### config.mk
export PLATFORM = sky130hd
export DESIGN_NAME = rec_eval_engine
export DESIGN_NICKNAME = d
export VERILOG_FILES = /design/src/rtl/rec_pkg.sv /design/src/rtl/rec_stack.sv /design/src/rtl/rec_eval_engine.sv
export SDC_FILE = /design/constraint.sdc
export NUM_CORES = 1
export LEC_CHECK = 0
export CAP_MARGIN = 30
export CORE_MARGIN = 2
export CORE_UTILIZATION = 60
export DETAILED_ROUTE_END_ITERATION = 7
export DONT_BUFFER_PORTS = 1
export PLACE_DENSITY = 0.76
export SLEW_MARGIN = 20
export SYNTH_ARGS = -nofsm -noshare
export SYNTH_HDL_FRONTEND = slang
export SYNTH_SLANG_ARGS = --single-unit
export TNS_END_PERCENT = 30
### constraint.sdc
create_clock -name clk -period 6 [get_ports clk]
set_input_delay 0.6 -clock clk [delete_from_list [all_inputs] [get_ports clk]]
set_output_delay 0.6 -clock clk [all_outputs]
set_load 0.03 [all_outputs]
### src/rtl/rec_pkg.sv
// Shared constants for the recursive evaluation engine: FSM encodings,
// base-case threshold and recursion-mode selectors.
package rec_pkg;

    localparam logic [1:0] IDLE = 2'd0;
    localparam logic [1:0] LOAD = 2'd1;
    localparam logic [1:0] EVAL = 2'd2;
    localparam logic [1:0] FIN  = 2'd3;

    localparam int unsigned BASE_MAX = 1;

    localparam logic TWOTHREE_FIB = 1'b1;
    localparam logic TWOTHREE_PAD = 1'b0;

endpackage

### src/rtl/rec_stack.sv
// DEPTH x N_W LIFO of pending indices; supports push, pop and
// replace-top-and-push in a single cycle, plus a clear for a fresh run.
module rec_stack
    import rec_pkg::*;
#(
    parameter int unsigned DEPTH = 8,
    parameter int unsigned N_W   = 4,
    localparam int unsigned CNT_W = $clog2(DEPTH + 1)
) (
    input  logic             clk,
    input  logic             rst_n,
    input  logic             clr,
    input  logic             push,
    input  logic             pop,
    input  logic             repl,
    input  logic [N_W-1:0]   wr_top,
    input  logic [N_W-1:0]   wr_new,
    output logic [N_W-1:0]   top,
    output logic [CNT_W-1:0] count,
    output logic             full,
    output logic             empty
);

    localparam int unsigned AW = (DEPTH > 1) ? $clog2(DEPTH) : 1;

    logic [N_W-1:0]   mem_q [DEPTH];
    logic [N_W-1:0]   mem_d [DEPTH];
    logic [CNT_W-1:0] count_q, count_d;
    logic [CNT_W-1:0] base;
    logic [AW-1:0]    top_idx, nxt_idx;

    // clr lets a new run start from an empty stack even after an aborted one
    assign base    = clr ? '0 : count_q;
    assign top_idx = AW'(base - CNT_W'(1));
    assign nxt_idx = AW'(base);

    // Callers must not push/repl when full; nxt_idx would alias entry 0
    always_comb begin
        mem_d   = mem_q;
        count_d = base;
        if (repl) begin
            mem_d[top_idx] = wr_top;
            mem_d[nxt_idx] = wr_new;
            count_d        = base + CNT_W'(1);
        end else if (push) begin
            mem_d[nxt_idx] = wr_new;
            count_d        = base + CNT_W'(1);
        end else if (pop) begin
            count_d        = base - CNT_W'(1);
        end
    end

    always_ff @(posedge clk or negedge rst_n) begin
        if (!rst_n) count_q <= '0;
        else        count_q <= count_d;
    end

    always_ff @(posedge clk) begin
        mem_q <= mem_d;
    end

    assign top   = mem_q[AW'(count_q - CNT_W'(1))];
    assign count = count_q;
    assign full  = (count_q == CNT_W'(DEPTH));
    assign empty = (count_q == '0);

endmodule

### src/rtl/rec_eval_engine.sv
// Sequential evaluator of the two-term recursion f(n): walks the call tree
// depth-first using rec_stack, one node per clock, accumulating leaf counts.
module rec_eval_engine
    import rec_pkg::*;
#(
    parameter int unsigned N_W   = 4,
    parameter int unsigned R_W   = 8,
    parameter int unsigned DEPTH = 8
) (
    input  logic           clk,
    input  logic           rst_n,
    input  logic           start,
    input  logic           twothree,
    input  logic [N_W-1:0] n,
    output logic           busy,
    output logic           done,
    output logic [R_W-1:0] result,
    output logic           overflow,
    output logic           saturated
);

    localparam int unsigned CNT_W = $clog2(DEPTH + 1);

    logic [1:0]       state_q, state_d;
    logic [N_W-1:0]   n_q, n_d;
    logic             mode_q, mode_d;
    logic [R_W-1:0]   acc_q, acc_d;
    logic             ovf_q, ovf_d;
    logic             sat_q, sat_d;

    logic             st_clr, st_push, st_pop, st_repl;
    logic [N_W-1:0]   st_top, st_new, far_term, near_term;
    logic [CNT_W-1:0] st_count;
    logic             st_full, st_empty;
    logic             leaf;

    rec_stack #(
        .DEPTH (DEPTH),
        .N_W   (N_W)
    ) u_stack (
        .clk    (clk),
        .rst_n  (rst_n),
        .clr    (st_clr),
        .push   (st_push),
        .pop    (st_pop),
        .repl   (st_repl),
        .wr_top (far_term),
        .wr_new (st_new),
        .top    (st_top),
        .count  (st_count),
        .full   (st_full),
        .empty  (st_empty)
    );

    assign leaf = (st_top <= N_W'(BASE_MAX));

    // Far term goes under the near term so the near branch is walked first
    always_comb begin
        near_term = st_top - N_W'(1);
        far_term  = st_top - N_W'(2);
        unique case (mode_q)
            TWOTHREE_FIB: begin
                near_term = st_top - N_W'(1);
                far_term  = st_top - N_W'(2);
            end
            TWOTHREE_PAD: begin
                near_term = st_top - N_W'(2);
                far_term  = (st_top > N_W'(2)) ? st_top - N_W'(3) : '0;
            end
        endcase
    end

    assign st_new = (state_q == LOAD) ? n_q : near_term;

    always_comb begin
        state_d = state_q;
        n_d     = n_q;
        mode_d  = mode_q;
        acc_d   = acc_q;
        ovf_d   = ovf_q;
        sat_d   = sat_q;
        st_clr  = 1'b0;
        st_push = 1'b0;
        st_pop  = 1'b0;
        st_repl = 1'b0;
        case (state_q)
            IDLE: begin
                if (start) begin
                    n_d     = n;
                    mode_d  = twothree;
                    state_d = LOAD;
                end
            end
            LOAD: begin
                st_clr  = 1'b1;
                st_push = 1'b1;
                acc_d   = '0;
                ovf_d   = 1'b0;
                sat_d   = 1'b0;
                state_d = EVAL;
            end
            EVAL: begin
                if (st_empty) begin
                    state_d = FIN;
                end else if (leaf) begin
                    st_pop = 1'b1;
                    if (&acc_q) sat_d = 1'b1;
                    else        acc_d = acc_q + R_W'(1);
                    if (st_count == CNT_W'(1)) state_d = FIN;
                end else if (st_full) begin
                    ovf_d   = 1'b1;
                    state_d = FIN;
                end else begin
                    st_repl = 1'b1;
                end
            end
            FIN:     state_d = IDLE;
            default: state_d = IDLE;
        endcase
    end

    always_ff @(posedge clk or negedge rst_n) begin
        if (!rst_n) begin
            state_q <= IDLE;
            n_q     <= '0;
            mode_q  <= TWOTHREE_FIB;
            acc_q   <= '0;
            ovf_q   <= 1'b0;
            sat_q   <= 1'b0;
        end else begin
            state_q <= state_d;
            n_q     <= n_d;
            mode_q  <= mode_d;
            acc_q   <= acc_d;
            ovf_q   <= ovf_d;
            sat_q   <= sat_d;
        end
    end

    assign busy      = (state_q == LOAD) || (state_q == EVAL);
    assign done      = (state_q == FIN);
    assign result    = acc_q;
    assign overflow  = ovf_q;
    assign saturated = sat_q;

endmodule

* Yosys cells after proc, flatten, opt, wreduce, memory -nomap -nowiden
Cells that the tools add are included.
** Storage, ports and cells
- Output and inout port bits :: 12
- Register bits after elaboration :: 53
- Word-level logic and storage cells :: 106
** Operators by class
- Muxes and demuxes :: 46
- $add $sub $neg :: 7
- Bitwise gates (word level) :: 4
- Magnitude comparators :: 7
- Equal/unequal tests :: 14
- Reduce and logical (&&, ||, !) cells :: 13
** Operators with widths (count)
- bitwise mux 32 bit :: 3
- 2-to-1 mux 32 bit :: 2
- 2-to-1 mux 4 bit :: 10
- demux 4 bit (select 3 bit) :: 2
- 2-to-1 mux 8 bit :: 3
- case mux 4 bit (2 select lines) :: 2
- case mux 8 bit (2 select lines) :: 1
- 2-to-1 mux 1 bit :: 14
- inequality test 2 bit, second input constant :: 7
- binary-select mux 4 bit (select 3 bit) :: 1
- >= comparator 4 bit, second input constant :: 3
- inverter 3 -> 4 bit :: 3
- AND reduction 4 bit :: 3
- 2-to-1 mux 2 bit :: 5
- adder 8 x 1 -> 8 bit, second input constant :: 1
- < comparator 4 x 1 -> 1 bit, second input constant :: 2
- inequality test 4 bit, second input constant :: 2
- case mux 2 bit (4 select lines) :: 1
- AND reduction 8 bit :: 1
- subtractor 4 x 1 -> 4 bit, second input constant :: 2
- subtractor 4 x 2 -> 4 bit, second input constant :: 2
- adder 4 x 1 -> 4 bit, second input constant :: 1
- == test 2 bit, second input constant :: 2
- == test 4 x 1 -> 1 bit, second input constant :: 1
- other kinds (14) :: 17

* Logic depth before layout (Yosys ltp)
Gate-level depths: netlist of run 1.
- Word-level depth :: 12
- Gate-level depth with buffers :: 15
- Depth with buffers taken out :: 12

* Hierarchy
From an unflattened synthesis of run 1, not the netlist that was laid out.
** Unflattened totals
- Cell total of the unflattened synthesis :: 343
- Area total of the unflattened synthesis :: 3634.7 sq um
** Modules (own cells, without submodules)
- rec_stack :: cells each 213, area each 2351.0 sq um, instances 1
- rec_eval_engine :: cells each 130, area each 1283.7 sq um, instances 1

* Least setup slack after synthesis of run 1
OpenSTA, ideal clock, no wires.
- Path type :: register to register
- From :: register u_stack.count_q[0] (netlist: u_stack.count[0])
- To :: register u_stack.mem_q[12] (netlist bit), enable pin
- Stages on the path, launching flop included :: 14
- Library setup time :: 339 ps
- Setup slack :: 2483 ps
- Arrival time :: 3178 ps
- Path buffers :: 1
- Path through :: dfrtp_1 > clkbuf_8 > inv_1 > ha_1 > xor2_1 > mux2i_1 > inv_1 > ha_1 > nor2_1 > or4_4 > nand2_1 > nor2_1 > nand4_1 > a21oi_1
** Between the ends
- Word-level cells in the longest chain between the ends :: 10
** Ends and longest elaborated chain
- start, declared :: RTL line rec_stack.sv:28 : logic [CNT_W-1:0] count_q, count_d;
- start signal, assigned :: RTL line rec_stack.sv:55 : else count_q <= count_d;
- subtractor 3 x 1 -> 3 bit :: RTL line rec_stack.sv:62 : assign top = mem_q[AW'(count_q - CNT_W'(1))];
- inverter 3 -> 4 bit (implied by the code) :: RTL line rec_stack.sv:62
- binary-select mux 4 bit (select 3 bit) :: RTL line rec_stack.sv:62
- 2-to-1 mux 4 bit (implied by the code) (2 in a row) :: RTL line rec_stack.sv:62
- less-or-equal comparator 4 x 1 -> 1 bit :: RTL line rec_eval_engine.sv:55 : assign leaf = (st_top <= N_W'(BASE_MAX));
- 2-to-1 mux 1 bit :: RTL line rec_eval_engine.sv:105 : end else if (leaf) begin
- 2-to-1 mux 1 bit * :: RTL line rec_eval_engine.sv:103 : if (st_empty) begin
- 2-to-1 mux 1 bit * :: RTL line rec_eval_engine.sv:86 : case (state_q)
- nonzero test 2 bit (no line) *
- end signal, assigned :: RTL line rec_stack.sv:59 : mem_q <= mem_d;
- end, declared :: RTL line rec_stack.sv:26 : logic [N_W-1:0] mem_q [DEPTH];
Mark *: on every way between the ends. The rest lies on a longest branch, timed or not. The select of a mux whose other input is x is not followed.
A chain may end at the register's enable or synchronous reset.

* Final worst setup path of run 1
- From :: register u_stack.count_q[0] (netlist: u_stack.count[0])
- To :: register u_stack.mem_q[14] (netlist bit), enable pin
Same word-level chain as after synthesis.

==> flow_summary_export.csv, run 1 <==
group,metric,value,unit
timing,finalSetupTns,0,ns
setup_path,required,5.98,ns
grt,antenna_found_initial,0,
place,placedCellCount,359,
cts,cts_root_buffer,"clkbuf_8",
timing,finalHoldViolations,0,
yosys,synth_cell_types,54,
grt,grt_pass1_wl,12.7,mm
cts,postCtsSetupRepairBufs,0,
timing,finalSetupViolCount,0,
floorplanning,die-area,6050,um2
cells_and_area,final_cell_mix,"o22ai_1 (33), edfxtp_1 (32), nand2_1 (29), nor2_1 (22)",
cts,clk-insertion-delay-late,0.32,ns
setup_path,cpLargestDelayFamily,"simple AND/OR/NAND/NOR gates",
grt,grt_max_degree,21,
cts,cts_tree,"built",
grt,grt_pass1_vias,2379,
cells_and_area,syn2layout_area_growth,4.14,%
route,ant_nets,0,
hold_path,hold_path.class,"primary input to asynchronous set/reset pin",
cells_and_area,num-nets-final,324,
yosys,ys_ff_latch,53,
floorplanning,die_w,77.8,um
grt,grt.total_usage,27.9,%
setup_path,cpMaxStageDelayCell,"dfrtp_1",
yosys,syn_inst,299,
run,maxCapViolations,0,
floorplanning,start_util,63.1,%
yosys,syn_area,3260,um2
cells_and_area,drive_above_1_share,10.0,%
route,routed_wl,8.18,mm
yosys,yosysWarnings,0,
timing,post-route-period-util,74.6,%
cells_and_area,layout_commonest_cell,"o22ai_1",
route,vias_per_cell,7.04,
timing,report.final.slew_viol_count,0,
cts,h-tree-depth,2,
floorplanning,die_h,77.8,um
cts,clk_pin_slew,0.10,ns
setup_path,critPathKind,"flip-flop to flip-flop",
route,drc,0,
timing,rsz0062_at_grt,"false",
setup_path,crit_buf_inv,2,
run_status,outcome,"completed",
timing,worst_slack,1.52,ns
floorplanning,pin_count,20,
place,io_buffers,0,
setup_path,crit_fanout,14,
cts,cts_buffers,5,
place,hpwl,5.79,mm
cells_and_area,stdcell_count,369,
route,wl_per_cell,22.2,um
place,pre_cts_ws,1.71,ns
route,vias,2597,
timing,tightest_slew,0.915,ns
setup_path,crit_chain,"inv_1, ha_1, mux4_1, mux2i_1, inv_1, ha_1, nor2_1, or4_4, nand2_1, nor2_1, nand4_1, a21oi_1",
yosys,avgSynthCellArea,10.9,um2
floorplanning,placementRows,26,
grt,grt_overflow,0,
yosys,synth-seq-area-share,45.6,%
timing,max_freq,223,MHz
route,drt-initial-drc-count,354,
setup_path,end_kind,"flip-flop",
cells_and_area,antenna_cells,0,
setup_path,max_stage_delay,0.70,ns
yosys,syn_nets,325,
setup_path,worst_setup_path_start_kind,"flip-flop",
setup_path,cp.arrival,4.46,ns
route,firstDrtPassIters,5,
timing,skew,0.00784,ns
cts,clkSinkCount,53,
timing,relSlewSlack,38.6,%
cts,clock_path_buffers,2,
place,place_congestion,0.876,
floorplanning,core_area,5170,um2
timing,min_period,4.48,ns
-- sequential cells by signal, summed over array words and instances (netlist names) --
signal and flops:
u_stack.mem_q 32, result 8, n_q 4, u_stack.count 4, state_q 2, mode_q 1, overflow 1, saturated 1
-- layer usage --
| layer | track usage, % | wire, um | vias up | part of all wire (%) |
|---|---|---|---|---|
| met5 | 0 | 0 | - | 0 |
| met4 | 12.3 | 288 | 0 | 3.5 |
| met3 | 6.28 | 790 | 32 | 9.7 |
| met2 | 43.0 | 3870 | 161 | 47 |
| met1 | 37.8 | 3230 | 1266 | 39 |
| li1 | - | - | 1138 | - |
-- metrics by stage --
stage / hold WS [ns] / instance area (um2) / util, %
finish: 0.120 / 3400 / 65.7
floorplan: 0.304 / 3260 / -
global placement: 0.305 / 3290 / 63.6
CTS: 0.115 / 3390 / 65.5
global route: 0.109 / 3400 / 65.7
detailed placement: 0.305 / 3290 / 63.6
-- repair_timing --
item,CTS,global route
hold endpoints to repair,20,0
resized for setup,0,0
hold buffers,1,0
-- layout make-up --
cell class	instances	area, um2
sequential	53	1490
clock inverter	2	15.0
tap	70	87.6
clock buffer	6	72.6
timing repair buffer	2	21.3
multi-input combinational	223	1670
inverter	13	48.8
fill	398	1770
-- kinds of logic (layout without fill, tap and decap cells) --
logic type | after synthesis | in the layout | share of synthesized area, %
xor+xnor | 9 | 9 | 2.41
buf+inv | 23 | 23 | 3.37
simple gates | 91 | 91 | 14.4
compound gates | 87 | 87 | 17.7
fa+ha+maj | 18 | 18 | 6.90
mux | 18 | 18 | 9.58
flops | 53 | 53 | 45.6
-- path summary, 6_finish.rpt --
path / startpoint / endpoint / slack [ns] / depth (start not counted)
setup / recovery: u_stack.count[0] / u_stack.mem_q[14] / 1.52 / 12
hold / removal: rst_n / mode_q / 0.12 / 0
setup reg to reg: u_stack.count[0] / u_stack.mem_q[14] / 1.52 / 12
hold reg to reg: n_q[2] / n_q[2] / 0.52 / 1
max in group asynchronous: rst_n / n_q[1] / 5.01 / 2
min in group clk: n[0] / n_q[0] / 0.43 / 1
-- Yosys cell counts (all sizes together) --
cell	count	area, um2
o21ai	13	65.1
nand3	6	30.0
o32ai	1	8.76
nand4	5	31.3
o211ai	1	7.51
clkbuf	6	32.5
or4	2	22.5
nor2b	2	12.5
a22oi	2	15.0
mux2	5	56.3
a41oi	2	17.5
a311oi	5	50.0
nor3	4	20.0
or2b	2	16.3
dfrtp	20	500
clkinv	1	3.75
buf	4	28.8
nand3b	2	15.0
xor2	5	43.8
o31a	1	8.76
o21a	3	22.5
nand2	29	109
nor4b	2	17.5
mux2i	5	50.1
a31oi	2	27.5
o22ai	33	206
and2	5	33.8
nor2	23	93.8
a21oi	23	141
xnor2	4	35.0
dfstp	1	26.3
and2b	2	17.5
a211o	1	8.76
nor3b	1	7.51
and3	6	43.8
edfxtp	32	961
ha	18	225
inv	12	45.0
mux4	8	206
Power of run 1 is not shown: default switching activity piles up to over one toggle a cycle in this logic, so the estimate is an artifact.
==> inputs of run 2 (changes only) <==
--- a/config.mk
+++ b/config.mk
@@ -7,7 +7,7 @@
 export LEC_CHECK = 0
 export CAP_MARGIN = 30
 export CORE_MARGIN = 2
-export CORE_UTILIZATION = 60
+export CORE_UTILIZATION = 58
 export DETAILED_ROUTE_END_ITERATION = 7
 export DONT_BUFFER_PORTS = 1
 export PLACE_DENSITY = 0.76
==> constraint.sdc (replaced) <==
create_clock -name clk -period 3.6 [get_ports clk]
set_input_delay 0.36 -clock clk [delete_from_list [all_inputs] [get_ports clk]]
set_output_delay 0.36 -clock clk [all_outputs]
set_load 0.03 [all_outputs]
==> flow_summary_export.csv, run 2 (synthesized netlist as in run 1, its figures left out) <==
group,metric,value,unit
run_status,outcome,"completed",
setup_path,crit_fanout,13,
route,routed_wl,7.98,mm
cts,clock_path_buffers,2,
route,wl_per_cell,20.7,um
place,place_congestion,0.905,
timing,min_period,3.37,ns
route,drt-initial-drc-count,267,
cells_and_area,largest_reg_flops,32,
place,hpwl,5.65,mm
grt,antenna_found_initial,0,
grt,grt_max_degree,22,
timing,finalHoldViolations,0,
cts,h-tree-depth,2,
grt,grt.total_usage,26.6,%
grt,grt_pass1_wl,12.6,mm
floorplanning,placementRows,27,
setup_path,required,3.80,ns
cells_and_area,num-nets-final,339,
floorplanning,core_area,5470,um2
route,firstDrtPassIters,5,
timing,report.final.slew_viol_count,0,
cells_and_area,final_cell_mix,"o22ai_1 (33), edfxtp_1 (32), nand2_1 (29), nor2_1 (21), dfrtp_1 (20)",
timing,rsz0062_at_grt,"false",
timing,finalSetupTns,0,ns
cells_and_area,antenna_cells,0,
place,io_buffers,0,
route,vias_per_cell,6.59,
route,vias,2542,
place,placedCellCount,371,
floorplanning,die-area,6240,um2
setup_path,cp.arrival,3.57,ns
timing,relSlewSlack,40.2,%
cells_and_area,drive_above_1_share,16.6,%
timing,max_freq,297,MHz
place,placed_area,3370,um2
cts,cts_buffers,5,
cts,clk-insertion-delay-late,0.31,ns
timing,post-route-period-util,93.5,%
setup_path,critPathKind,"flip-flop to flip-flop",
cells_and_area,fin_area,3560,um2
setup_path,path_depth,11,
setup_path,reg2reg_from,"u_stack.count[0]",
floorplanning,die_w,79.0,um
floorplanning,pin_count,20,
setup_path,max_stage_delay,0.58,ns
setup_path,cpMostUsedCell,"buf_4",
cts,clk_pin_slew,0.09,ns
setup_path,crit_chain,"buf_4, mux4_1, mux2i_1, buf_4, ha_1, nor2_1, or4_4, a21oi_4, or2b_2, a31oi_1, a311oi_1",
grt,grt_overflow,0,
cts,cts_tree,"built",
cts,clkSinkCount,53,
cells_and_area,largest-register,"u_stack.mem_q",
setup_path,r2r_setup_slack,0.23,ns
cells_and_area,layout_commonest_cell,"o22ai_1",
setup_path,cpMaxStageDelayCell,"mux4_1",
timing,tightest_slew,0.890,ns
grt,grt_pass1_vias,2494,
setup_path,end_kind,"flip-flop",
cells_and_area,syn2layout_area_growth,8.93,%
setup_path,cpLargestDelayFamily,"simple AND/OR/NAND/NOR gates",
floorplanning,start_util,59.6,%
timing,skew,0.00900,ns
hold_path,hold_path.class,"primary input to asynchronous set/reset pin",
run,maxCapViolations,0,
setup_path,worst_setup_path_start_kind,"flip-flop",
route,drc,0,
timing,finalSetupViolCount,0,
route,ant_nets,0,
floorplanning,die_h,79.0,um
setup_path,crit_buf_inv,2,
setup_path,rr_endpoint,"result[2]",
setup_path,rr_worst_depth,11,
cts,cts_root_buffer,"clkbuf_8",
cells_and_area,stdcell_count,386,
[run 2: stage by stage]
step	setup WS [ns]	hold WS [ns]	util [%]
6_report	0.233	0.00265	65.0
5_1_grt	0.0612	0.0365	65.0
4_1_cts	0.105	0.196	63.7
3_5_place_dp	0.107	0.0647	61.5
3_3_place_gp	0.222	0.0647	61.5
2_1_floorplan	0.0827	0.0644	-
[run 2: how the worst max path moves through the flow]
stage	slack (ns)	from	endpoint
after CTS	0.10	u_stack.count[1]	u_stack.mem_q[14]
after floorplan	0.08	u_stack.count[0]	u_stack.mem_q[12]
after global placement	0.22	u_stack.count[0]	u_stack.mem_q[14]
final	0.23	u_stack.count[0]	result[2]
after detailed placement	0.11	u_stack.count[0]	u_stack.mem_q[14]
after global routing	0.06	u_stack.count[0]	result[2]
[run 2: area by class of cell]
class,count,area (um2)
clock buffers,6,72.6
clock inverters,2,35.0
fillers,431,1920
inverters,13,48.8
multi-input cells,223,1700
flip-flops and latches,53,1490
well taps,72,90.1
repair buffers,17,125
[run 2: timing repair]
| item | 4_1_cts | 5_1_grt |
|---|---|---|
| hold buffers | 1 | 0 |
| setup endpoints to repair | 0 | 31 |
| resized for setup | 0 | 7 |
| buffers inserted | 0 | 6 |
| endpoints found under the hold margin | 21 | 0 |
[run 2: routing by layer]
layer	share of wire, %	vias to the layer above	GRT usage (%)	routed length (um)
met5	0	-	0	0
met4	2.0	0	8.79	158
met3	7.0	19	5.00	555
met2	48	144	44.2	3870
met1	43	1208	35.5	3400
li1	-	1171	-	-
Power of run 2 is left out for the same reason.
==> inputs of run 3 (changes only) <==
--- a/config.mk
+++ b/config.mk
@@ -10,7 +10,7 @@
 export CORE_UTILIZATION = 58
 export DETAILED_ROUTE_END_ITERATION = 7
 export DONT_BUFFER_PORTS = 1
-export PLACE_DENSITY = 0.76
+export PLACE_DENSITY = 0.72
 export SLEW_MARGIN = 20
 export SYNTH_ARGS = -nofsm -noshare
 export SYNTH_HDL_FRONTEND = slang
==> flow_summary_export.csv, run 3 (synthesized netlist as in run 1, its figures left out) <==
group,metric,value,unit
run_status,outcome,"finished with violations",
run_status,violations,"negative hold slack",
route,drt-initial-drc-count,310,
cells_and_area,seq_area,1490,um2
timing,finalSetupTns,0,ns
cells_and_area,largest-register,"u_stack.mem_q",
cts,cts_tree,"built",
timing,relSlewSlack,53.6,%
floorplanning,start_util,59.6,%
setup_path,worst_setup_path_start_kind,"flip-flop",
route,drc,0,
route,ant_nets,0,
cts,cts_buffers,5,
timing,min_period,3.36,ns
hold_path,hold_path.class,"primary input to asynchronous set/reset pin",
floorplanning,pin_count,20,
timing,report.final.slew_viol_count,0,
timing,hold_slack,-0.0160,ns
cts,clkSinkCount,53,
setup_path,crit_chain,"inv_1, ha_2, mux4_1, mux2i_1, ha_1, nor2_1, or4_4, and3_4, nor2_4, a21oi_1",
cells_and_area,final_cell_mix,"o22ai_1 (33), edfxtp_1 (32), nand2_1 (29), nor2_1 (21), dfrtp_1 (20)",
floorplanning,die-area,6240,um2
cells_and_area,nFillCells,439,
cells_and_area,multi_input_area,1700,um2
setup_path,rr_endpoint,"u_stack.mem_q[28]",
setup_path,crit_fanout,10,
grt,grt.total_usage,25.1,%
cells_and_area,largest_reg_flops,32,
timing,skew,0.00920,ns
grt,antenna_found_initial,0,
cts,h-tree-depth,2,
setup_path,critPathKind,"flip-flop to flip-flop",
cells_and_area,num-nets-final,337,
cells_and_area,drive_above_1_share,17.0,%
floorplanning,placementRows,27,
route,vias_per_cell,6.67,
cts,clock_path_buffers,2,
timing,finalHoldViolations,20,
cells_and_area,layout_commonest_cell,"o22ai_1",
cts,clk_pin_slew,0.10,ns
cells_and_area,syn2layout_area_growth,8.78,%
place,io_buffers,0,
route,vias,2561,
timing,finalSetupViolCount,0,
place,hpwl,5.46,mm
floorplanning,die_h,79.0,um
setup_path,max_stage_delay,0.55,ns
setup_path,required,3.63,ns
grt,grt_pass1_vias,2292,
route,routed_wl,7.63,mm
grt,grt_overflow,0,
route,firstDrtPassIters,6,
cts,clk-insertion-delay-late,0.32,ns
setup_path,r2r_setup_slack,0.24,ns
grt,grt_pass1_wl,12.0,mm
cts,cts_root_buffer,"clkbuf_8",
setup_path,reg2reg_from,"u_stack.count[0]",
timing,tightest_slew,0.691,ns
place,place_congestion,0.928,
setup_path,crit_buf_inv,1,
run,maxCapViolations,0,
setup_path,cpLargestDelayFamily,"simple AND/OR/NAND/NOR gates",
floorplanning,core_area,5470,um2
timing,max_freq,297,MHz
setup_path,cp.arrival,3.39,ns
setup_path,rr_worst_depth,10,
timing,post-route-period-util,93.4,%
setup_path,end_kind,"flip-flop",
route,wl_per_cell,19.9,um
setup_path,cpMaxStageDelayCell,"or4_4",
grt,grt_max_degree,22,
floorplanning,die_w,79.0,um
timing,rsz0062_at_grt,"false",
cells_and_area,antenna_cells,0,
run 3: cell types whose count changed in the layout (fill, tap and decap cells not counted), sizes merged:
cell	change
inv	+1
buf	-2
bufinv	-1
run 3: per-stage QoR:
step           cells  setup slack (ns)  hold slack [ns]  instance area (um2)  utilization, %
2_1_floorplan    299            0.0827           0.0644                 3260               -
3_3_place_gp     371             0.191           0.0647                 3370            61.5
3_5_place_dp     371            0.0601           0.0647                 3370            61.5
4_1_cts          380            0.0232            0.192                 3480            63.6
5_1_grt          384            0.0107           0.0170                 3550            64.9
6_report         384             0.238          -0.0160                 3550            64.9
run 3: how the worst max path moves through the flow:
stage / start / slack (ns) / cells after the start / end
after floorplan: u_stack.count[0] / 0.08 / 13 / u_stack.mem_q[12]
after global routing: u_stack.count[0] / 0.01 / 12 / u_stack.mem_q[15]
final: u_stack.count[0] / 0.24 / 10 / u_stack.mem_q[28]
after CTS: u_stack.count[0] / 0.02 / 12 / u_stack.mem_q[14]
after detailed placement: u_stack.count[0] / 0.06 / 12 / u_stack.mem_q[14]
after global placement: u_stack.count[0] / 0.19 / 12 / u_stack.mem_q[14]
run 3: timing repair:
item                                   in CTS  in global routing
setup endpoints to repair                   0                 29
hold buffers                                1                  0
resized for setup                           0                  9
buffers inserted                            0                  4
endpoints found under the hold margin      21                  0
run 3: per-layer routing:
| layer | wire length (um) | global-route usage (%) | vias up |
|---|---|---|---|
| li1 | - | - | 1167 |
| met1 | 3360 | 36.9 | 1244 |
| met2 | 3550 | 39.2 | 134 |
| met3 | 591 | 4.66 | 16 |
| met4 | 126 | 5.86 | 0 |
| met5 | 0 | 0 | - |
run 3: cell type report:
class	instances	area share, %
Multi-Input combinational cell	223	47.9
Sequential cell	53	41.9
Timing Repair Buffer	15	3.45
Tap cell	72	2.54
Clock buffer	6	2.33
Inverter	13	1.37
Clock inverter	2	0.493
run 3: worst register-to-register path: cells and delay by family (launching register included):
kind            cells  cell delay, ns
fa+ha+maj           2            0.67
simple gates        4            1.20
mux                 2            0.57
compound gates      1            0.18
buf+inv             1            0.10
flops               1            0.36
Power of run 3 is left out for the same reason.
